## src/rtl/multipack_pkg.sv

```systemverilog
// Shared definitions for the multipack frame serialiser.
// Holds the default frame geometry and the FSM state type.
// Imported by multipack_reader.
package multipack_pkg;

  // Default frame geometry: five 11-bit words per frame
  localparam int WORDS_DEF = 5;
  localparam int WIDTH_DEF = 11;
  localparam int TOTAL     = WORDS_DEF * WIDTH_DEF;

  // IDLE waits for a frame, SHIFT streams it out one bit per handshake
  typedef enum logic {
    IDLE  = 1'b0,
    SHIFT = 1'b1
  } state_t;

endpackage

```

## src/rtl/multipack_reader.sv

```systemverilog
// Serialises a frame of WORDS x WIDTH-bit words, MSB of the top word first.
// Latency: first bit is valid the cycle after the frame is accepted.
// Backpressure: out_ready=0 freezes the stream; the next frame is taken on the last-bit handshake.
module multipack_reader
  import multipack_pkg::*;
#(
  parameter int WORDS = WORDS_DEF,
  parameter int WIDTH = WIDTH_DEF
) (
  input  logic             clock,
  input  logic             reset_n,
  input  logic             in_valid,
  output logic             in_ready,
  input  logic [WIDTH-1:0] in_data [WORDS],
  output logic             out_bit,
  output logic             out_valid,
  input  logic             out_ready,
  output logic             out_last,
  output logic [7:0]       frame_count
);

  localparam int FTOTAL = WORDS * WIDTH;
  localparam int IDXW   = $clog2(FTOTAL);
  localparam logic [IDXW-1:0] LAST_IDX = IDXW'(FTOTAL - 1);

  state_t              state;
  logic [FTOTAL-1:0]   shreg;
  logic [FTOTAL-1:0]   load_vec;
  logic [IDXW-1:0]     idx;
  logic                out_fire;
  logic                last_fire;
  logic                accept;

  // Flatten the word array so word WORDS-1 sits in the top bits of the shift register
  always_comb begin
    load_vec = '0;
    for (int w = 0; w < WORDS; w++) begin
      load_vec[w*WIDTH +: WIDTH] = in_data[w];
    end
  end

  // Outputs come straight from registered state and are forced low when idle
  assign out_valid = (state == SHIFT);
  assign out_last  = out_valid & (idx == LAST_IDX);
  assign out_bit   = out_valid & shreg[FTOTAL-1];

  assign out_fire  = out_valid & out_ready;
  assign last_fire = out_fire & out_last;

  // A new frame may enter when idle, or in the same cycle the final bit leaves
  assign in_ready  = reset_n & ((state == IDLE) | last_fire);
  assign accept    = in_valid & in_ready;

  // Frame load, bit shifting, FSM and completed-frame counter
  always_ff @(posedge clock) begin
    if (!reset_n) begin
      state       <= IDLE;
      idx         <= '0;
      shreg       <= '0;
      frame_count <= 8'd0;
    end else begin
      if (last_fire) begin
        frame_count <= frame_count + 8'd1;
      end
      if (accept) begin
        shreg <= load_vec;
        idx   <= '0;
        state <= SHIFT;
      end else if (last_fire) begin
        shreg <= {shreg[FTOTAL-2:0], 1'b0};
        idx   <= '0;
        state <= IDLE;
      end else if (out_fire) begin
        shreg <= {shreg[FTOTAL-2:0], 1'b0};
        idx   <= idx + 1'b1;
      end
    end
  end

endmodule

```

## config.mk

```make
export PLATFORM = sky130hd
export DESIGN_NAME = multipack_reader
export DESIGN_NICKNAME = d
export VERILOG_FILES = /design/src/rtl/multipack_pkg.sv /design/src/rtl/multipack_reader.sv
export SDC_FILE = /design/constraint.sdc
export NUM_CORES = 1
export LEC_CHECK = 0
export BUFFER_PORTS_ARGS = -buffer_cell sky130_fd_sc_hd__buf_2
export CAP_MARGIN = 5
export CELL_PAD_IN_SITES_DETAIL_PLACEMENT = 0
export CELL_PAD_IN_SITES_GLOBAL_PLACEMENT = 1
export CORE_ASPECT_RATIO = 0.5
export CORE_MARGIN = 4
export CORE_UTILIZATION = 44
export CTS_BUF_LIST = sky130_fd_sc_hd__clkbuf_16
export DETAILED_ROUTE_END_ITERATION = 12
export HOLD_SLACK_MARGIN = 0.15
export MAX_ROUTING_LAYER = met4
export PLACE_DENSITY_LB_ADDON = 0.05
export SLEW_MARGIN = 20
export SYNTH_ARGS = -nofsm -noshare
export SYNTH_HDL_FRONTEND = slang
export SYNTH_SLANG_ARGS = --single-unit
```

## constraint.sdc

```tcl
create_clock -name clock -period 2.92 [get_ports clock]
set_input_delay 0 -clock clock [delete_from_list [all_inputs] [get_ports clock]]
set_output_delay 0 -clock clock [all_outputs]
set_load 0.03 [all_outputs]
```

; ---- Word-level counts from Yosys, hierarchy flattened
; Index checks and enable logic that the tools add are counted.
[word_totals]
out_inout_bits = 12
rom_bits = 0
latchBits = 0
ramBits = 0
memories = 0
ff_bits = 70
[op_classes]
div = 0
multipliers = 0
shift = 0
eq_ne = 1
bitwise = 9
magnitude_cmp = 0
n_reduce_logical = 3
mux = 5
n_addsub = 2
[op_table]
columns = cell, count
row1 = 55-bit 2-to-1 mux, 3
row2 = 8-bit by 1-bit adder with 8-bit output (second input constant), 1
row3 = 6-bit by 1-bit adder with 6-bit output (second input constant), 1
row4 = 1-bit bitwise AND, 6
row5 = 6-bit == test (second input constant), 1
row6 = 3-bit nonzero test, 1
row7 = 3-bit OR reduction, 1
row8 = 1-bit 2-to-1 mux, 2
row9 = 1-bit inverter, 2
row10 = 2-bit nonzero test, 1
row11 = 1-bit bitwise OR, 1

; ---- Logic depth before layout (Yosys ltp)
; Gate-level depths: netlist (run 1).
[depth]
depth_word = 7
depth_mapped = 8
mapped_depth_nobuf = 6

; ---- Least setup slack after synthesis (run 1)
; No wires, ideal clock.
[synth_timing]
path_type = reg2reg
from = reg state (netlist: out_valid)
to = reg frame_count[5]
path_stages_with_launch = 6
arrival_ns = 1.453
n_path_buf = 1
slack_ns = 1.352
cell_sequence = dfxtp_1 nand4b_2 buf_4 nor4_2 xor2_1 and2_1
[synth_via]
elab_chain_len = 2
word_cells_on_any_way = 3
[synth_lines]
columns = element, line_no
row1 = from (decl), multipack_reader.sv:26  ; state_t state;
row2 = from (signal assigned), multipack_reader.sv:57  ; state <= IDLE;
row3 = from (signal assigned), multipack_reader.sv:68  ; state <= SHIFT;
row4 = from (signal assigned), multipack_reader.sv:72  ; state <= IDLE;
row5 = "1-bit bitwise AND, on equally long branches", "multipack_reader.sv:47, multipack_reader.sv:44"
row6 = 1-bit bitwise AND *, multipack_reader.sv:48  ; assign last_fire = out_fire & out_last;
row7 = to (signal assigned), multipack_reader.sv:63  ; frame_count <= frame_count + 8'd1;
row8 = to (decl), multipack_reader.sv:19  ; output logic [7:0] frame_count
; Mark *: on every way between the ends. The rest lies on a longest branch, timed or not.
; A chain may end at the register's enable or synchronous reset.

; ---- Worst setup path in the final report (run 1)
[layout_timing]
from = reg state (netlist: out_valid)
to = out in_ready
[layout_via]
elab_chain_len = 4
word_cells_on_any_way = 6
[layout_lines]
columns = element, line_no
row1 = "1-bit bitwise AND, on equally long branches", "multipack_reader.sv:47, multipack_reader.sv:44"
row2 = 1-bit bitwise AND, multipack_reader.sv:48
row3 = 1-bit bitwise OR *, multipack_reader.sv:51  ; assign in_ready = reset_n & ((state == IDLE) | last_fire);
row4 = 1-bit bitwise AND *, multipack_reader.sv:51
row5 = to (decl), multipack_reader.sv:13  ; output logic in_ready,
; Marks and branches as above.

==> out/qor.yml, run 1 <==
timing:
  period_share: 0.8023
  setup_tns_ps: 0
  min_period_ps: 2343
  finalMaxSlewViolations: 0
  max_freq_ghz: 0.4269
  relSlewSlack: 0.4674
  finalSetupViolCount: 0
  hold_viol: 0
  tightestPinTransition_ps: 796.0
  rsz0062_at_grt: "no"
  setup_slack_ps: 577.4
  skew_ps: 4.262
layout:
  nNetsFinal: 559
  fin_util: 0.6181
  antennaDiodeCount: 0
  area_delta_synth_final_pct: 35.28
  final_cell_mix: "dfxtp_1 (70), buf_2 (70), nand2_1 (60)"
  drive_above_1_share: 0.2934
critical_path:
  r2r_slack_ps: 820
  critPathMaxFanout: 57
  cp_data_arrival_time_ps: 2340
  critPathRequiredTime_ps: 2920
  worstSetupPathType: "flip-flop to output port"
  worstSetupEndpointType: "output port"
  r2r_start: "out_valid"
  crit_path_start_kind: "flip-flop"
  timing.rr.end: "shreg[2]"
  reg2regPathDepth: 5
grt:
  gr-total-overflow: 0
  grtUsageTotal: 0.1813
  antenna_found_initial: 0
  first_global_vias: 2848
  grt_pass1_wl_microns: 13460
  grt_max_degree: 67
placement:
  numPortBuffers: 70
  hpwl_microns: 4816
  dp_slack_ps: 802.6
  globalplace.congestion: 0.7829
die:
  core_area_sq_mm: 0.007405
  rows: 22
  fp.dieW_microns: 132.0
  pin_count: 71
  initial_core_util: 0.4569
  die_h_microns: 70.01
  die_area_sq_mm: 0.009241
drt:
  vias_per_cell: 5.015
  ant_nets: 0
  routed_wl_microns: 7895
  first_iter_violations: 141
  wl_per_cell_microns: 13.22
  vias: 2994
  first_pass_iters: 4
  drc_errors: 0
synthesis:
  seq_area_frac_synth: 0.4142
  yosys.area.top_type: "dfxtp_1"
  synth_fp_nets: 449
  syn_area_sq_mm: 0.003383
  synth_warnings: 0
  synth_cells: 387
  ys_ff_latch: 70
  syn_area_per_cell_sq_um: 8.742
  yosys.cell_types.count: 25
  yosysTopAreaCellShare: 0.4142
  synth_area_leaders: "dfxtp_1 (41%), mux2_2 (18%), nand3_1 (8.7%)"
cts:
  cts_buffers: 9
  cts_sinks: 70
  clkSlewWorstSetupHoldPaths_ps: 50
  cts_buffer_depth: 2
  clk-insertion-delay-late_ps: 320
  ctsHtreeMaxLevel: 3
  cts_tree: "done"
  cts-root-buf: "clkbuf_16"
flow_run:
  cap_violations: 0
power:
  power.leakage_uw: 0.001950
  power.density_cell_area_mw_per_mm2: 500.5
  peakVddDrop_mv: 0.3046
worst_hold_path:
  min_path_cells: 5
  hp-class: "input pin to flip-flop"
  min_to: "frame_count[1]"
  min_from: "out_ready"
outcome:
  status: "finished clean"
==> metal layers <==
metal | routed length, microns | up-vias | global-route usage
li1 | - | 1557 | -
met1 | 3849 | 1356 | 0.2293
met2 | 3588 | 74 | 0.2906
met3 | 394 | 7 | 0.04820
met4 | 63 | 0 | 0.04540
met5 | 0 | - | -
==> per-stage QoR <==
| step | hold slack, ps | total power [uW] | instances | area, sq um |
|---|---|---|---|---|
| after floorplan | 130.4 | 1250 | 387 | 3383 |
| after global placement | 220.4 | 1321 | 526 | 3769 |
| after detailed placement | 229.6 | 1334 | 526 | 3769 |
| after CTS | 220.2 | 2314 | 597 | 4577 |
| after global routing | 262.0 | 2400 | 597 | 4577 |
| final | 229.1 | 2291 | 597 | 4577 |
==> worst max-delay path, cell delays in order (launching register included) <==
cell	delay (ps)
dfxtp_1	500
nand4b_2	360
o21ai_4	250
buf_4	500
and2_1	200
buf_2	190
==> report_power, final <==
group          switching (uW)  internal (uW)  total, uW  leakage (uW)
logic                     145            179        325       0.00125
clock network             368            551        919      0.000128
registers                30.4           1020       1050      0.000574
total                     544           1750       2290       0.00195
==> what timing repair did <==
| item | CTS | global route |
|---|---|---|
| hold endpoints to repair | 56 | 0 |
| hold buffers | 56 | 0 |
| resized for setup | 0 | 0 |
| buffers inserted | 0 | 0 |
| endpoints found under the setup margin | 0 | 0 |
==> cells in the mapped netlist, drive strengths merged <==
cell type,number
a211oi,1
a21boi,2
and2,12
and3,1
buf,18
clkbuf,14
dfxtp,70
ha,3
inv,3
mux2,54
nand2,61
nand3,60
nand4,3
nand4b,1
nor2,8
nor3,3
nor4,3
o21ai,57
o221ai,1
xnor2,1
xor2,11
==> worst max path at each step <==
stage	from	end	slack, ps	cells after the start
after floorplan	out_valid	frame_count[5]	1350	5
after global placement	out_valid	shreg[35]	870	5
after detailed placement	out_valid	shreg[35]	800	5
after CTS	out_valid	in_ready	540	5
after global routing	out_valid	in_ready	390	5
final	out_valid	in_ready	580	5
==> state kept, by name (all words and copies together), names as in the netlist <==
signal and cells:
out_valid 1, idx 6, shreg 55, frame_count 8
==> kinds of logic (layout without fill, tap and decap cells) <==
kind of cell | after synthesis | count (layout) | share of synthesized area
and+or+nand+nor | 152 | 152 | 0.2186
DFF | 70 | 70 | 0.4142
AOI/OAI and AO/OA | 61 | 61 | 0.09468
muxes | 54 | 54 | 0.1797
buffers and inverters | 35 | 149 | 0.05066
xor gates and xnor gates | 12 | 12 | 0.03106
adders and majority gates | 3 | 3 | 0.01110
==> final cells by class <==
| cell class | instances | area (sq um) |
|---|---|---|
| Tap cell | 96 | 120.1 |
| Inverter | 3 | 11.26 |
| Sequential cell | 70 | 1401 |
| Multi-Input combinational cell | 282 | 1823 |
| Clock inverter | 6 | 22.52 |
| Timing Repair Buffer | 131 | 973.4 |
| Fill cell | 660 | 2828 |
| Clock buffer | 9 | 225.2 |
Note: power is estimated with default switching activity, not from simulation.
==> run 2, diff against run 1 <==
Settings changed: ABC_AREA set to 1, CORE_UTILIZATION 44 to 35.
Clock period 2.92 ns to 1.9 ns, I/O delays scaled along.
==> run 2 against run 1 <==
Combinational power is 92% higher. Synthesized cell count is 50% higher. Global-route usage is 0.25 points higher. Die area is 34% higher. Core utilization is 11 points lower. Via count is 34% higher.
==> out/qor.yml, run 2 <==
placement:
  numPortBuffers: 70  # unchanged
  hpwl_microns: 5952  # was 4816 microns
  globalplace.congestion: 0.7962  # was 0.7829
synthesis:
  synth_edf_count: 0  # unchanged
  syn_area_sq_mm: 0.003710  # was 0.003383 sq mm
  yosysMostFrequentCell: "nand2_1"  # was dfxtp_1
  ys_ff_latch: 70  # unchanged
  seq_area_frac_synth: 0.3777  # was 0.4142
  yosysTopAreaCellShare: 0.3777  # was 0.4142
  syn_area_per_cell_sq_um: 6.385  # was 8.742 sq um
  ys_top_cells_by_count: "nand2_1 (184), dfxtp_1 (70), inv_1 (67)"  # was dfxtp_1 (70), nand2_1 (61), nand3_1 (59)
  postSynth.asyncResetShare: 0  # unchanged
  synth_area_leaders: "dfxtp_1 (38%), nand2_1 (19%), nand4_1 (9.3%)"  # was dfxtp_1 (41%), mux2_2 (18%), nand3_1 (8.7%)
  synth_cells: 581  # was 387
  yosys.area.top_type: "dfxtp_1"  # unchanged
  yosys.cell_types.count: 19  # was 25
  synthFlopType: "dfxtp_1"  # unchanged
  synth_fp_nets: 643  # was 449
  synth_warnings: 0  # unchanged
critical_path:
  crit_path_start_kind: "flip-flop"  # unchanged
  r2r_start: "idx[0]"  # was out_valid
  cp.buffers_inverters: 2  # unchanged
  cp_common_cell: "nand2_1"
  critPathRequiredTime_ps: 2150  # was 2920 ps
  critPathMaxFanout: 16  # was 57
  critical_path.top_delay_family: "simple AND/OR/NAND/NOR gates"  # was buffers and inverters
  worstSetupPathType: "flip-flop to flip-flop"  # was flip-flop to output port
  worstSetupEndpointType: "flip-flop"  # was output port
  cpPeakStageDelay_ps: 320  # was 500 ps
  crit_chain: "inv_1 -> ha_1 -> nand2_1 -> nor2_1 -> nand3_1 -> nand2_2 -> nand3_2 -> clkbuf_16 -> nand2_1 -> nand2_1 -> a21oi_1"  # was nand4b_2 -> o21ai_4 -> buf_4 -> and2_1 -> buf_2
  slowest_stage: "dfxtp_1"  # unchanged
  cp-startpoint: "idx[0]"  # was out_valid
  cp_data_arrival_time_ps: 2010  # was 2340 ps
power:
  power.density_cell_area_mw_per_mm2: 760.9  # was 500.5 mW/mm^2
  peakVddDrop_mv: 0.4763  # was 0.3046 mV
  power.leakage_uw: 0.002487  # was 0.001950 uW
cts:
  cts_sinks: 70  # unchanged
  clkSlewWorstSetupHoldPaths_ps: 60  # was 50 ps
  cts_buffer_depth: 2  # unchanged
  cts-root-buf: "clkbuf_16"  # unchanged
  ctsHtreeMaxLevel: 3  # unchanged
  cts_tree: "done"  # unchanged
  cts_buffers: 9  # unchanged
  clk-insertion-delay-late_ps: 330  # was 320 ps
drt:
  wl_per_cell_microns: 12.74  # was 13.22 microns
  vias_per_cell: 4.805  # was 5.015
  ant_nets: 0  # unchanged
  drc_errors: 0  # unchanged
  first_pass_iters: 4  # unchanged
  first_iter_violations: 242  # was 141
  vias: 4012  # was 2994
  routed_wl_microns: 10640  # was 7895 microns
timing:
  max_freq_ghz: 0.5672
  holdWs_ps: 180.0  # was 229.1 ps
  finalSetupViolCount: 0  # unchanged
  skew_ps: 8.358  # was 4.262 ps
  min_period_ps: 1763
  hold_viol: 0  # unchanged
  finalMaxSlewViolations: 0  # unchanged
  rsz0062_at_grt: "yes"  # was no
  period_share: 0.9279
  tightestPinTransition_ps: 686.3  # was 796.0 ps
  relSlewSlack: 0.5425  # was 0.4674
grt:
  grtUsageTotal: 0.1839  # was 0.1813
  antenna_found_initial: 0  # unchanged
  gr-total-overflow: 0  # unchanged
  grt_max_degree: 60  # was 67
  grt_pass1_wl_microns: 18340  # was 13460 microns
  first_global_vias: 3927  # was 2848
die:
  core_area_sq_mm: 0.01028  # was 0.007405 sq mm
  die_area_sq_mm: 0.01241  # was 0.009241 sq mm
  fp.dieW_microns: 153.6  # was 132.0 microns
  initial_core_util: 0.3609  # was 0.4569
  die_h_microns: 80.80  # was 70.01 microns
  rows: 26  # was 22
  pin_count: 71  # unchanged
layout:
  top_register: "shreg"  # unchanged
  top_regs: "shreg x55, frame_count x8, idx x6"  # unchanged
  layout_commonest_cell: "nand2_1"
  fin_util: 0.5074  # was 0.6181
  largest_reg_flops: 55  # unchanged
  final_cell_mix: "nand2_1 (182), dfxtp_1 (70), inv_1 (69), buf_2 (69), a21oi_1 (65)"  # was dfxtp_1 (70), buf_2 (70), nand2_1 (60)
  area_delta_synth_final_pct: 40.61  # was 35.28%
  nNetsFinal: 752  # was 559
  antennaDiodeCount: 0  # unchanged
  drive_above_1_share: 0.1612  # was 0.2934
outcome:
  status: "finished clean"  # unchanged
worst_hold_path:
  hp-class: "input pin to flip-flop"  # unchanged
  min_from: "reset_n"  # was out_ready
flow_run:
  cap_violations: 0  # unchanged
[run 2: cell types whose count changed in the layout (fill, tap and decap cells not counted), moves of 10 or more]
cell / change
a21oi_1: +65
and2_1: -10
inv_1: +64
mux2_2: -54
nand2_1: +122
nand4_1: +52
o21ai_1: -50
[run 2: kinds of logic after synthesis]
kind of cell,after synthesis,share of synthesized area
adders and majority gates,3,0.01012
and+or+nand+nor,315,0.3804
AOI/OAI and AO/OA,71,0.09713
buffers and inverters,118,0.1251
xor gates and xnor gates,4,0.009445
DFF,70,0.3777
[run 2: area by class of cell]
cell class | instances | area (sq um)
inverters | 69 | 259.0
clock buffers | 9 | 225.2
clock inverters | 7 | 81.33
fillers | 1070 | 5064
flip-flops and latches | 70 | 1401
well taps | 140 | 175.2
multi-input cells | 394 | 1876
repair buffers | 146 | 1199
[run 2: metrics by stage]
stage          TNS (ps)  cells  total power (uW)  setup slack [ps]  instance area [sq um]
6_report              0    835              3969             137.0                   5216
3_5_place_dp          0    757              2143             179.0                   4264
2_1_floorplan         0    581              1956             119.3                   3714
5_1_grt          -493.0    835              4168            -36.71                   5216
3_3_place_gp          0    757              2144             194.1                   4264
4_1_cts               0    829              3994             117.9                   5131
[run 2: path summary, 6_finish.rpt]
check | to | slack, ps | cells past startpoint
setup / recovery | shreg[47] | 140 | 11
hold / removal | frame_count[4] | 180 | 3
hold reg to reg | frame_count[4] | 460 | 2
setup reg to reg | shreg[47] | 140 | 11
[run 2: timing repair]
item	4_1_cts	5_1_grt
setup endpoints to repair	0	37
endpoints found under the hold margin	56	0
gates resized for setup	0	2
buffers inserted	0	3
hold buffers	56	0
[run 2: power by group]
part	switching [uW]	internal (uW)	leakage (uW)
clock	618	1130	0.000159
combinational	332	290	0.00175
sequential	41.2	1560	0.000574
[run 2: tightest hold or removal path: stages]
cell	delay, ps
buf_2	280
nand2_1	140
a21oi_1	30
[run 2: per-layer routing]
metal / GRT usage / wire length [microns] / share of wire
met5: - / 0 / 0
met4: 0.03965 / 54 / 0.0051
met3: 0.04098 / 514 / 0.048
met2: 0.3109 / 4803 / 0.45
met1: 0.2296 / 5262 / 0.49
==> run 3, diff against run 2 <==
Settings changed: MAX_ROUTING_LAYER met4 to unset.
==> run 3 against run 2 <==
Combinational power about the same. Die area unchanged. Clock skew down 1.3 ps. Routed wire length down 0.10%. Clock power about the same. Sequential share of layout area unchanged. Critical path depth unchanged. Largest power group unchanged. Fmax up 0.19%. First-iteration DRC count down 7.0%. Clock-buffer cell count unchanged. Flip-flop and latch count unchanged.
==> out/qor.yml, run 3 (synthesized netlist as in run 2, its figures left out) <==
placement:
  hpwl_microns: 5952  # unchanged
  globalplace.congestion: 0.7852  # was 0.7962
  dp_cells: 757  # unchanged
  numPortBuffers: 70  # unchanged
layout:
  top_register: "shreg"  # unchanged
  nNetsFinal: 752  # unchanged
  top_regs: "shreg x55, frame_count x8, idx x6"  # unchanged
  layout_commonest_cell: "nand2_1"  # unchanged
  largest_reg_flops: 55  # unchanged
  layout.cells.non_filler: 835  # unchanged
  antennaDiodeCount: 0  # unchanged
  final_cell_mix: "nand2_1 (182), dfxtp_1 (70), inv_1 (69), buf_2 (69), a21oi_1 (65)"  # unchanged
  multi_input_area_sq_mm: 0.001876  # unchanged
  drive_above_1_share: 0.1612  # unchanged
  nFillCells: 1070  # unchanged
  seq_area_sq_mm: 0.001401  # unchanged
  area_delta_synth_final_pct: 40.61  # unchanged
timing:
  finalMaxSlewViolations: 0  # unchanged
  finalSetupViolCount: 0  # unchanged
  min_period_ps: 1760  # was 1763 ps
  max_freq_ghz: 0.5683  # was 0.5672 GHz
  skew_ps: 7.101  # was 8.358 ps
  relSlewSlack: 0.5411  # was 0.5425
  hold_viol: 0  # unchanged
  rsz0062_at_grt: "yes"  # unchanged
  tightestPinTransition_ps: 688.4  # was 686.3 ps
  period_share: 0.9262  # was 0.9279
flow_run:
  cap_violations: 0  # unchanged
critical_path:
  cpPeakStageDelay_ps: 320  # about the same
  crit_chain: "inv_1 -> ha_1 -> nand2_1 -> nor2_1 -> nand3_1 -> nand2_2 -> nand3_2 -> clkbuf_16 -> nand2_1 -> nand2_1 -> a21oi_1"  # unchanged
  reg2regPathDepth: 11  # unchanged
  cp_num_cells: 11  # unchanged
  crit_path_start_kind: "flip-flop"  # unchanged
  cp.buffers_inverters: 2  # unchanged
  critPathRequiredTime_ps: 2150  # about the same
  worstSetupPathType: "flip-flop to flip-flop"  # unchanged
  critical_path.top_delay_family: "simple AND/OR/NAND/NOR gates"  # unchanged
  worstSetupEndpointType: "flip-flop"  # unchanged
  slowest_stage: "dfxtp_1"  # unchanged
  critPathMaxFanout: 16  # unchanged
  cp_data_arrival_time_ps: 2010  # about the same
  cp_common_cell: "nand2_1"  # unchanged
cts:
  cts_buffer_depth: 2  # unchanged
  clkSlewWorstSetupHoldPaths_ps: 60  # about the same
  cts_buffers: 9  # unchanged
  cts_tree: "done"  # unchanged
  cts-root-buf: "clkbuf_16"  # unchanged
  cts_sinks: 70  # unchanged
  ctsHtreeMaxLevel: 3  # unchanged
  clk-insertion-delay-late_ps: 320  # was 330 ps
grt:
  grtUsageTotal: 0.1785  # was 0.1839
  first_global_vias: 3927  # unchanged
  antenna_found_initial: 0  # unchanged
  grt_pass1_wl_microns: 18340  # unchanged
  gr-total-overflow: 0  # unchanged
  grt_max_degree: 60  # unchanged
drt:
  vias: 4008  # was 4012
  first_pass_iters: 4  # unchanged
  ant_nets: 0  # unchanged
  vias_per_cell: 4.800  # was 4.805
  first_iter_violations: 225  # was 242
  wl_per_cell_microns: 12.72  # was 12.74 microns
  routed_wl_microns: 10620  # was 10640 microns
  drc_errors: 0  # unchanged
worst_hold_path:
  min_path_cells: 3  # unchanged
  hp-class: "input pin to flip-flop"  # unchanged
power:
  power.density_cell_area_mw_per_mm2: 760.4  # was 760.9 mW/mm^2
  peakVddDrop_mv: 0.4729  # was 0.4763 mV
  power.leakage_uw: 0.002487  # unchanged
  power_uw: 3967  # was 3969 uW
die:
  rows: 26  # unchanged
  pin_count: 71  # unchanged
  die_h_microns: 80.80  # unchanged
  initial_core_util: 0.3609  # unchanged
  core_area_sq_mm: 0.01028  # unchanged
  die_area_sq_mm: 0.01241  # unchanged
  fp.dieW_microns: 153.6  # unchanged
outcome:
  status: "finished clean"  # unchanged
==> run 3: path summary, 6_finish.rpt <==
kind                  start              to  slack, ps
min                 reset_n  frame_count[4]        180
max                  idx[0]       shreg[47]        140
min reg2reg  frame_count[4]  frame_count[4]        460
max reg2reg          idx[0]       shreg[47]        140
==> run 3: report_power, final <==
group	total, uW	switching [uW]	internal (uW)
clock	1750	616	1130
combinational	623	332	290
sequential	1600	41.0	1560
==> run 3: worst reg2reg max path, delay by kind of cell, from the launching register on <==
| kind | cells | cell delay, ps |
|---|---|---|
| AOI/OAI and AO/OA | 1 | 110 |
| DFF | 1 | 320 |
| adders and majority gates | 1 | 140 |
| and+or+nand+nor | 7 | 740 |
| buffers and inverters | 2 | 360 |
==> run 3: repair_timing <==
item,in CTS,in global routing
hold endpoints to repair,56,0
endpoints found under the setup margin,0,37
hold buffers,56,0
buffers inserted,0,3
resized for setup,0,2
==> run 3: area by class of cell <==
type | count | area share
multi-input cells | 394 | 0.3596
flip-flops and latches | 70 | 0.2686
repair buffers | 146 | 0.2298
inverters | 69 | 0.04965
clock buffers | 9 | 0.04318
well taps | 140 | 0.03358
clock inverters | 7 | 0.01559
==> run 3: routing by layer <==
layer  GRT usage  part of all wire  vias up
li1            -                 -     2114
met1      0.2296              0.50     1811
met2      0.3109              0.45       78
met3     0.04098             0.037        5
met4     0.03965            0.0054        0
met5           0                 0        -
==> run 3: stage by stage <==
step                      utilization  worst slack [ps]  setup TNS, ps  hold WS (ps)  area (sq um)
after global routing           0.5074            -36.39         -473.8         179.9          5216
final                          0.5074             140.3              0         181.0          5216
after detailed placement       0.4148             179.0              0         344.4          4264
after CTS                      0.4991             117.9              0         150.6          5131
after floorplan                     -             119.3              0         166.2          3714
after global placement         0.4148             194.1              0         341.3          4264
